<file path="src/rtl/mips_debug_pkg.sv">
// Shared constants for the MIPS pipeline debug dump path: latch bus widths,
// frame header, FSM state encoding and frame lengths.
// Optional feature macro: DEBUG_DUMP_CHECKSUM_EN (appends an XOR checksum byte).
package mips_debug_pkg;

    // Pipeline latch observation bus widths (must match the pipeline top)
    localparam int NB_IF_ID  = 64;
    localparam int NB_ID_EX  = 192;
    localparam int NB_EX_MEM = 128;
    localparam int NB_MEM_WB = 64;
    localparam int NB_BYTE   = 8;

    // Snapshot geometry: 448 bits = 56 payload bytes
    localparam int NB_SHADOW = NB_IF_ID + NB_ID_EX + NB_EX_MEM + NB_MEM_WB;
    localparam int N_PAYLOAD = NB_SHADOW / NB_BYTE;
    localparam int NB_INDEX  = 6;

    localparam logic [NB_BYTE-1:0] DUMP_HEADER = 8'hA5;

    // FSM encoding
    localparam logic [1:0] STATE_IDLE = 2'd0;
    localparam logic [1:0] STATE_SEND = 2'd1;
    localparam logic [1:0] STATE_DONE = 2'd2;

    // Frame lengths in bytes: header + payload (+ checksum)
    localparam int FRAME_LEN_PLAIN    = N_PAYLOAD + 1;
    localparam int FRAME_LEN_CHECKSUM = N_PAYLOAD + 2;

endpackage

</file>
<file path="src/rtl/dump_byte_mux.sv">
// Selects frame byte [index] from the frozen snapshot: index 0 is the header,
// 1..56 are snapshot bytes MSB first, 57 is the checksum when
// DEBUG_DUMP_CHECKSUM_EN is defined. Any other index yields zero.
module dump_byte_mux
    import mips_debug_pkg::*;
(
    input  logic [NB_SHADOW-1:0] shadow,
    input  logic [NB_INDEX-1:0]  index,
`ifdef DEBUG_DUMP_CHECKSUM_EN
    input  logic [NB_BYTE-1:0]   checksum,
`endif
    output logic [NB_BYTE-1:0]   sel_byte
);

    // Byte selection by frame position
    always_comb begin
        sel_byte = '0;
        if (index == '0) begin
            sel_byte = DUMP_HEADER;
        end
`ifdef DEBUG_DUMP_CHECKSUM_EN
        if (index == NB_INDEX'(N_PAYLOAD + 1)) begin
            sel_byte = checksum;
        end
`endif
        for (int k = 1; k <= N_PAYLOAD; k++) begin
            if (index == NB_INDEX'(k)) begin
                sel_byte = shadow[(N_PAYLOAD - k) * NB_BYTE +: NB_BYTE];
            end
        end
    end

endmodule

</file>
<file path="src/rtl/debug_latch_dump.sv">
// Freezes the four pipeline latch buses on i_snap and streams them as a framed
// byte sequence (0xA5 header, 56 payload bytes MSB first, optional checksum)
// over a valid/ready byte interface.
// Optional feature macro: DEBUG_DUMP_CHECKSUM_EN.
//
// Handshake: o_tx_valid/o_tx_data form a valid/ready source. A byte moves on
// any rising edge where o_tx_valid and i_tx_ready are both 1; while valid is
// high and ready is low, o_tx_data is held and valid stays high.
module debug_latch_dump
    import mips_debug_pkg::*;
(
    input  logic                 i_clk,
    input  logic                 i_rst,
    input  logic [NB_IF_ID-1:0]  i_if_id,
    input  logic [NB_ID_EX-1:0]  i_id_ex,
    input  logic [NB_EX_MEM-1:0] i_ex_mem,
    input  logic [NB_MEM_WB-1:0] i_mem_wb,
    input  logic                 i_snap,
    input  logic                 i_tx_ready,
    output logic [NB_BYTE-1:0]   o_tx_data,
    output logic                 o_tx_valid,
    output logic                 o_busy,
    output logic                 o_done
);

`ifdef DEBUG_DUMP_CHECKSUM_EN
    localparam logic [NB_INDEX-1:0] LAST_INDEX = NB_INDEX'(FRAME_LEN_CHECKSUM - 1);
`else
    localparam logic [NB_INDEX-1:0] LAST_INDEX = NB_INDEX'(FRAME_LEN_PLAIN - 1);
`endif
    localparam logic [NB_INDEX-1:0] FIRST_PAYLOAD = NB_INDEX'(1);
    localparam logic [NB_INDEX-1:0] LAST_PAYLOAD  = NB_INDEX'(N_PAYLOAD);

    logic [1:0]           state;
    logic [NB_SHADOW-1:0] shadow;
    logic [NB_INDEX-1:0]  index;
    logic [NB_INDEX-1:0]  next_index;
    logic [NB_BYTE-1:0]   next_byte;
    logic                 transfer;
    logic                 is_payload;
`ifdef DEBUG_DUMP_CHECKSUM_EN
    logic [NB_BYTE-1:0]   checksum;
    logic [NB_BYTE-1:0]   checksum_next;
`endif

    assign transfer   = (state == STATE_SEND) && i_tx_ready;
    assign next_index = index + NB_INDEX'(1);
    assign is_payload = (index >= FIRST_PAYLOAD) && (index <= LAST_PAYLOAD);

    assign o_tx_valid = (state == STATE_SEND);
    assign o_busy     = (state != STATE_IDLE);
    assign o_done     = (state == STATE_DONE);

`ifdef DEBUG_DUMP_CHECKSUM_EN
    // Folds the byte on the wire into the checksum; the mux sees this value so
    // the checksum byte already includes the last payload byte.
    assign checksum_next = is_payload ? (checksum ^ o_tx_data) : checksum;
`endif

    // Byte for the position after the current one, loaded on a transfer
    dump_byte_mux u_byte_mux (
        .shadow   (shadow),
        .index    (next_index),
`ifdef DEBUG_DUMP_CHECKSUM_EN
        .checksum (checksum_next),
`endif
        .sel_byte (next_byte)
    );

    // Capture / send / done sequencing with registered output byte
    always_ff @(posedge i_clk or negedge i_rst) begin
        if (!i_rst) begin
            state     <= STATE_IDLE;
            shadow    <= '0;
            index     <= '0;
            o_tx_data <= '0;
`ifdef DEBUG_DUMP_CHECKSUM_EN
            checksum  <= '0;
`endif
        end else begin
            case (state)
                STATE_IDLE: begin
                    if (i_snap) begin
                        shadow    <= {i_if_id, i_id_ex, i_ex_mem, i_mem_wb};
                        index     <= '0;
                        o_tx_data <= DUMP_HEADER;
`ifdef DEBUG_DUMP_CHECKSUM_EN
                        checksum  <= '0;
`endif
                        state     <= STATE_SEND;
                    end
                end
                STATE_SEND: begin
                    if (transfer) begin
`ifdef DEBUG_DUMP_CHECKSUM_EN
                        checksum <= checksum_next;
`endif
                        if (index == LAST_INDEX) begin
                            o_tx_data <= '0;
                            state     <= STATE_DONE;
                        end else begin
                            index     <= next_index;
                            o_tx_data <= next_byte;
                        end
                    end
                end
                STATE_DONE: begin
                    state <= STATE_IDLE;
                end
                default: begin
                    state <= STATE_IDLE;
                end
            endcase
        end
    end

endmodule

</file>
<file path="config.mk">
export PLATFORM = sky130hd
export DESIGN_NAME = debug_latch_dump
export DESIGN_NICKNAME = d
export VERILOG_FILES = /design/src/rtl/mips_debug_pkg.sv /design/src/rtl/dump_byte_mux.sv /design/src/rtl/debug_latch_dump.sv
export SDC_FILE = /design/constraint.sdc
export NUM_CORES = 1
export LEC_CHECK = 0
export CAP_MARGIN = 20
export CORE_ASPECT_RATIO = 1.1
export CORE_MARGIN = 3
export CORE_UTILIZATION = 53
export CTS_BUF_LIST = sky130_fd_sc_hd__clkbuf_16
export DETAILED_ROUTE_END_ITERATION = 12
export PLACE_DENSITY_LB_ADDON = 0.2
export SLEW_MARGIN = 10
export SYNTH_ARGS = -nofsm -noshare
export SYNTH_HDL_FRONTEND = slang
export SYNTH_SLANG_ARGS = --single-unit
</file>
<file path="constraint.sdc">
create_clock -name i_clk -period 3.9 [get_ports i_clk]
set_clock_uncertainty 0.05 [all_clocks]
set_input_delay 0.39 -clock i_clk [delete_from_list [all_inputs] [get_ports i_clk]]
set_output_delay 0.39 -clock i_clk [all_outputs]
set_load 0.03 [all_outputs]
</file>
* Word level (Yosys, flattened, before mapping)
Index checks and enable logic that the tools add are counted.
** Cells by class
- Reductions and logical operators :: 9
- Equality and inequality tests :: 63
- Multiplexer cells :: 69
- $add $sub $neg :: 1
** Operator list (count)
- 8-bit two-way mux :: 60
- 6-bit equality test (second input constant) :: 26
- 6-bit by 5-bit equality test with 1-bit output (second input constant) :: 16
- 6-bit by 4-bit equality test with 1-bit output (second input constant) :: 8
- 6-bit by 3-bit equality test with 1-bit output (second input constant) :: 4
- 6-bit two-way mux :: 3
- 8-bit one-hot mux with 2 select lines :: 1
- 6-bit by 2-bit equality test with 1-bit output (second input constant) :: 2
- 6-bit one-hot mux with 2 select lines :: 1
- 6-bit by 1-bit adder with 6-bit output (second input constant) :: 1
- 6-bit by 1-bit equality test with 1-bit output (second input constant) :: 1
- 6-bit logical NOT :: 1
- 2-bit two-way mux :: 3
- 3-bit AND reduction :: 2
- 2-bit by 1-bit != test with 1-bit output (second input constant) :: 2
- 2-bit != test (second input constant) :: 2
- 2-bit one-hot mux with 2 select lines :: 1
- 4-bit AND reduction :: 1
- 2-bit nonzero test :: 2
- 2-bit by 1-bit equality test with 1-bit output (second input constant) :: 1
- 2-bit equality test (second input constant) :: 1
- 2-bit logical NOT :: 1
- 2-bit AND reduction :: 1
- 1-bit logical AND :: 1
** Storage, ports and cells
- Word-level logic and storage cells :: 146
- Register bits after elaboration :: 464

* Logic depth before layout (Yosys ltp)
- Word-level depth :: 62
- Mapped depth :: 16

* Hierarchy
From an unflattened synthesis, not the netlist that was laid out.
** Second synthesis, totals
- Cells, all modules :: 1976
- Area, all modules :: 23679.0 um^2
** Modules (own cells, without submodules)
- debug_latch_dump :: instances 1, sequential area each 11611.1 um^2, area each 17654.4 um^2, cells an instance 1031
- dump_byte_mux :: instances 1, sequential area each 0.0 um^2, area each 6024.5 um^2, cells an instance 945

* Worst setup path after synthesis
OpenSTA, ideal clock, no wires.
- Path kind :: register -> register
- From :: register index[0]
- To :: register o_tx_data[4]
- Data arrival time :: 3006 ps
- Path buffers :: 3
- Cell stages (with the launch flop) :: 16
- Setup slack :: 717 ps
- Library setup time :: 127 ps
- Clock period less this slack :: 3183 ps
- Path through :: dfrtp_1 > buf_4 > inv_1 > ha_1 > buf_2 > clkinv_1 > or3_1 > a211oi_1 > clkbuf_1 > nor2_1 > a22oi_1 > nand4_1 > a211oi_1 > o31ai_1 > a21oi_1 > o21ai_1
** On the way
- Word-level cells in the longest chain between the ends :: 61
- Elaborated cells between the ends (all ways) :: 117
- Classes of those cells :: add/sub: 1; eq/ne: 57; mux: 59
** Ends and longest elaborated chain
- from (decl) :: line debug_latch_dump.sv:36 : logic [NB_INDEX-1:0] index;
- from (signal assigned) :: line debug_latch_dump.sv:102 : index <= next_index;
- 6-bit by 1-bit adder with 6-bit output :: line debug_latch_dump.sv:47 : assign next_index = index + NB_INDEX'(1);
- 6-bit by 1-bit equality test with 1-bit output :: line dump_byte_mux.sv:27 : if (index == NB_INDEX'(k)) begin
- 8-bit two-way mux (56 in series) :: line dump_byte_mux.sv:27
- 8-bit two-way mux (*) :: line debug_latch_dump.sv:98 : if (index == LAST_INDEX) begin
- 8-bit two-way mux (*) :: line debug_latch_dump.sv:94 : if (transfer) begin
- 8-bit one-hot mux with 2 select lines (*) :: line debug_latch_dump.sv:81 : case (state)
- to (signal assigned) :: line debug_latch_dump.sv:103 : o_tx_data <= next_byte;
- to (decl) :: line debug_latch_dump.sv:20 : output logic [NB_BYTE-1:0] o_tx_data,
Mark *: on every way between the ends. The rest lies on a longest branch, timed or not. The select of a mux whose other input is x is not followed.
A chain may end at the register's enable or synchronous reset.

* Worst setup path in the final report
- From :: register index[1]
- To :: register o_tx_data[2]
** On the way
- Word-level cells in the longest chain between the ends :: 62
- Elaborated cells between the ends (all ways) :: 119
- Classes of those cells :: add/sub: 1; eq/ne: 57; mux: 60; reduce/logical: 1
** Ends and longest elaborated chain
- 6-bit by 1-bit adder with 6-bit output :: line debug_latch_dump.sv:47
- 6-bit logical NOT :: line dump_byte_mux.sv:18 : if (index == '0) begin
- 8-bit two-way mux :: line dump_byte_mux.sv:18
- 8-bit two-way mux (56 in series) :: line dump_byte_mux.sv:27
- 8-bit two-way mux (*) :: line debug_latch_dump.sv:98
- 8-bit two-way mux (*) :: line debug_latch_dump.sv:94
- 8-bit one-hot mux with 2 select lines (*) :: line debug_latch_dump.sv:81
Marks and branches as above.

==> impl_metrics.py <==
metrics = {
    "yosys": {
        "synth_fa_ha_area_frac": 0.002659,
        "synth_top_family_by_area": "multiplexers",
        "netlist.area_leader.share": 0.4934,
        "synthesis.instances": 2084,
        "synthFlopType": "dfrtp_1",
        "ys_seq_elements": 464,
        "synth_edf_count": 0,
        "ys_warn_count": 0,
        "yosysSeqAreaShare": 0.4934,
        "yosys.area.top_type": "dfrtp_1",
        "synth.area.mux_share": 0.2152,
        "synth_fp_nets": 2541,
        "async_reset_ff_frac": 1.000,
        "netlist_area_um2": 23530,
        "synth.distinct_cells": 98,
        "synth-compound-area-share": 0.1570,
        "syn_avg_cell_area_um2": 11.29,
        "ys_top_cells_by_area": "dfrtp_1 49%, mux2_2 21%, nand2_1 2.4%",
        "synthXorXnorAreaFrac": 0.0007444,
        "synth-simple-area-share": 0.1041,
    },
    "setup_path": {
        "critPathLaunchType": "flip-flop",
        "worstPathArrival_ps": 4310,
        "cp_slowest_cell": "dfrtp_1",
        "cp-end-kind": "flip-flop",
        "critical-path-top-delay-family": "compound AO/OA/AOI/OAI gates",
        "crit_required_ps": 4320,
        "worst-setup-path-type": "reg2reg",
        "path_cells": "ha_1 > buf_12 > and4_1 > a32oi_4 > buf_6 > buf_4 > nor2_1 > a21o_1 > a211oi_1 > a21oi_1 > o221ai_1 > a41oi_1 > o31ai_1 > buf_4 > a21oi_1",
        "critPathBufInv": 4,
        "cpPeakStageDelay_ps": 400,
        "cp_max_fo": 34,
    },
    "worst_hold_path": {
        "hold_path.class": "in2reg",
    },
    "placed_design": {
        "io_buffers": 462,
        "hpwl_um": 72940,
        "place_congestion": 1.022,
    },
    "grt": {
        "use_met3": 0.06421,
        "grt_busiest_layer": "met2",
        "met1_usage": 0.5011,
        "met2_usage": 0.6628,
        "grt_pass1_wl_um": 140000,
        "overflow": 0,
        "grt_use_total": 0.3973,
        "grt_start_max_net_pins": 173,
        "antenna_found_initial": 1,
        "grt_pass1_vias": 22573,
    },
    "routing": {
        "drcViolationCount": 0,
        "drt_iter0_drc": 2471,
        "dr.pass1.iters": 6,
        "avgViaCountPerCell": 6.491,
        "dr_total_vias": 21882,
        "wl_per_cell_um": 28.22,
        "ant_nets": 0,
        "routed_wl_um": 95130,
    },
    "layout": {
        "nets": 3219,
        "drive_gt1_frac": 0.3157,
        "n_antenna_cell": 0,
        "area_growth_syn_to_layout_pct": 37.71,
        "utilization": 0.7425,
        "nFillCells": 2958,
    },
    "sta": {
        "grt_setup_unrepaired": "yes",
        "post-route-period-util": 0.9957,
        "period_minus_slack_ps": 3883,
        "fmax_ghz": 0.2575,
        "tns_ps": 0,
        "slew_viol_final": 0,
        "final-setup-viol-count": 0,
        "worst_slew_pin_slew_ps": 995.8,
        "slew_headroom": 0.3361,
        "final_hold_viol_count": 0,
    },
    "clock_network": {
        "clockRootBuffer": "clkbuf_16",
        "cts.sinks": 464,
        "cts_made_buffers": 46,
        "cts_max_level": 2,
        "cts.clk_slew.worst_paths_ps": 70,
        "worstSkewPairLatency_ps": 600,
        "cts_tree": "yes",
        "cts_buffer_depth": 3,
    },
    "pwr": {
        "power_leakage_nw": 13.14,
        "max-vdd-ir-drop_mv": 0.4775,
        "power_density_nw_per_um2": 590.6,
    },
    "run": {
        "max-cap-violations": 0,
    },
    "outcome": {
        "status": "finished, final reports clean",
    },
    "die": {
        "die_h_um": 227.0,
        "pin_count": 463,
        "die_w_um": 206.9,
        "die-area_um2": 46970,
        "rows": 80,
        "core-area_um2": 43640,
        "initial_utilization": 0.5392,
    },
}
## worst register-to-register path, stage by stage, from the launching register on
cell      delay (ps)
dfrtp_1          400
ha_1             220
buf_12           170
and4_1           270
a32oi_4          330
buf_6            200
buf_4            150
nor2_1            80
a21o_1           220
a211oi_1         260
a21oi_1          140
o221ai_1         380
a41oi_1          350
o31ai_1          310
buf_4            170
a21oi_1           60
## metrics by stage
step	hold slack, ps	setup slack [ps]	power [mW]	cell area [um^2]	instances
global route	361.7	-23.91	19.74	32410	3371
floorplan	44.41	717.2	10.83	23530	2084
global placement	435.4	-525.6	13.96	30660	3282
finish	334.0	16.64	19.14	32410	3371
detailed placement	445.9	-546.6	14.19	30660	3282
CTS	318.7	25.34	18.85	32260	3368
## area by class of cell
class / count / area, um^2 / area share
clock buffers: 47 / 1176 / 0.03629
multi-input cells: 1479 / 11490 / 0.3547
well taps: 574 / 718.2 / 0.02216
repair buffers: 757 / 7025 / 0.2168
inverters: 14 / 52.55 / 0.001622
clock inverters: 36 / 326.6 / 0.01008
flip-flops and latches: 464 / 11610 / 0.3584
## kinds of logic (layout without fill, tap and decap cells)
| logic type | after synthesis | count (layout) |
|---|---|---|
| AND/OR/NAND/NOR | 508 | 508 |
| multiplexers | 450 | 450 |
| AO/OA/AOI/OAI | 514 | 514 |
| flip-flops | 464 | 464 |
| XOR/XNOR | 2 | 2 |
| adder cells (fa/ha/maj) | 5 | 5 |
| buffers and inverters | 141 | 854 |
## path summary, 6_finish.rpt
| check | from | cells past startpoint | endpoint | slack [ps] |
|---|---|---|---|---|
| setup / recovery | index[1]$_DFFE_PN0P_ | 15 | o_tx_data[2]$_DFFE_PN0P_ | 20 |
| hold / removal | i_id_ex[157] | 3 | shadow[349]$_DFFE_PN0P_ | 330 |
| setup reg to reg | index[1]$_DFFE_PN0P_ | 15 | o_tx_data[2]$_DFFE_PN0P_ | 20 |
| hold reg to reg | shadow[340]$_DFFE_PN0P_ | 1 | shadow[340]$_DFFE_PN0P_ | 460 |
| max in group asynchronous | i_rst | 3 | shadow[296]$_DFFE_PN0P_ | 2270 |
| min in group asynchronous | i_rst | 2 | shadow[435]$_DFFE_PN0P_ | 450 |
## repair_timing
action	in CTS	in global routing
pin swaps	1	6
endpoints found under the hold margin	100	0
resized for setup	14	27
buffers inserted	2	3
setup endpoints to repair	6	8
hold buffers	1	0
gates cloned	0	0
## layout by cell type (no fill, tap or decap), types with 11 or more instances in the layout
cell type and instances:
o21ai_0 80, nor2_1 125, nand4_1 13, buf_4 279
clkbuf_16 47, nand2_1 149, a221oi_1 20, nor4_1 12
or3_1 12, dfrtp_1 462, o221ai_1 27, mux2_2 445
o2111ai_1 20, nand2b_1 12, inv_1 20, a221o_1 18
a31oi_1 13, a211oi_1 27, buf_12 14, a22oi_1 14
clkdlybuf4s50_1 461, nand3_1 56, o21ai_1 11, nor3_1 63
o211ai_1 37, a21oi_1 93, o22ai_1 34
## Yosys cell counts, types with 18 or more instances
| cell type | count |
|---|---|
| a221oi_1 | 22 |
| nor3_1 | 64 |
| a221o_1 | 18 |
| a211oi_1 | 32 |
| dfrtp_1 | 464 |
| mux2_2 | 445 |
| nand2_1 | 151 |
| o21ai_0 | 83 |
| clkbuf_1 | 82 |
| nand3_1 | 56 |
| o2111ai_1 | 20 |
| o221ai_1 | 27 |
| a21oi_1 | 96 |
| o211ai_1 | 37 |
| nor2_1 | 126 |
| o22ai_1 | 34 |
| buf_2 | 28 |
## routing by layer
metal	vias up	routed length [um]	share of wire
li1	9249	-	-
met1	10770	35150	0.37
met2	1485	45830	0.48
met3	376	7986	0.084
met4	2	6139	0.065
met5	-	13	0.00014
## where the power goes
part,internal (mW),total (mW),switching (mW)
Clock,2.58,4.55,1.96
Combinational,3.22,6.32,3.10
Sequential,6.68,8.27,1.59
## state kept, by name, summed over array words and instances (netlist names)
name	cells
index	6
o_tx_data	8
shadow	448
state	2
Note: power is estimated with default switching activity, not from simulation.
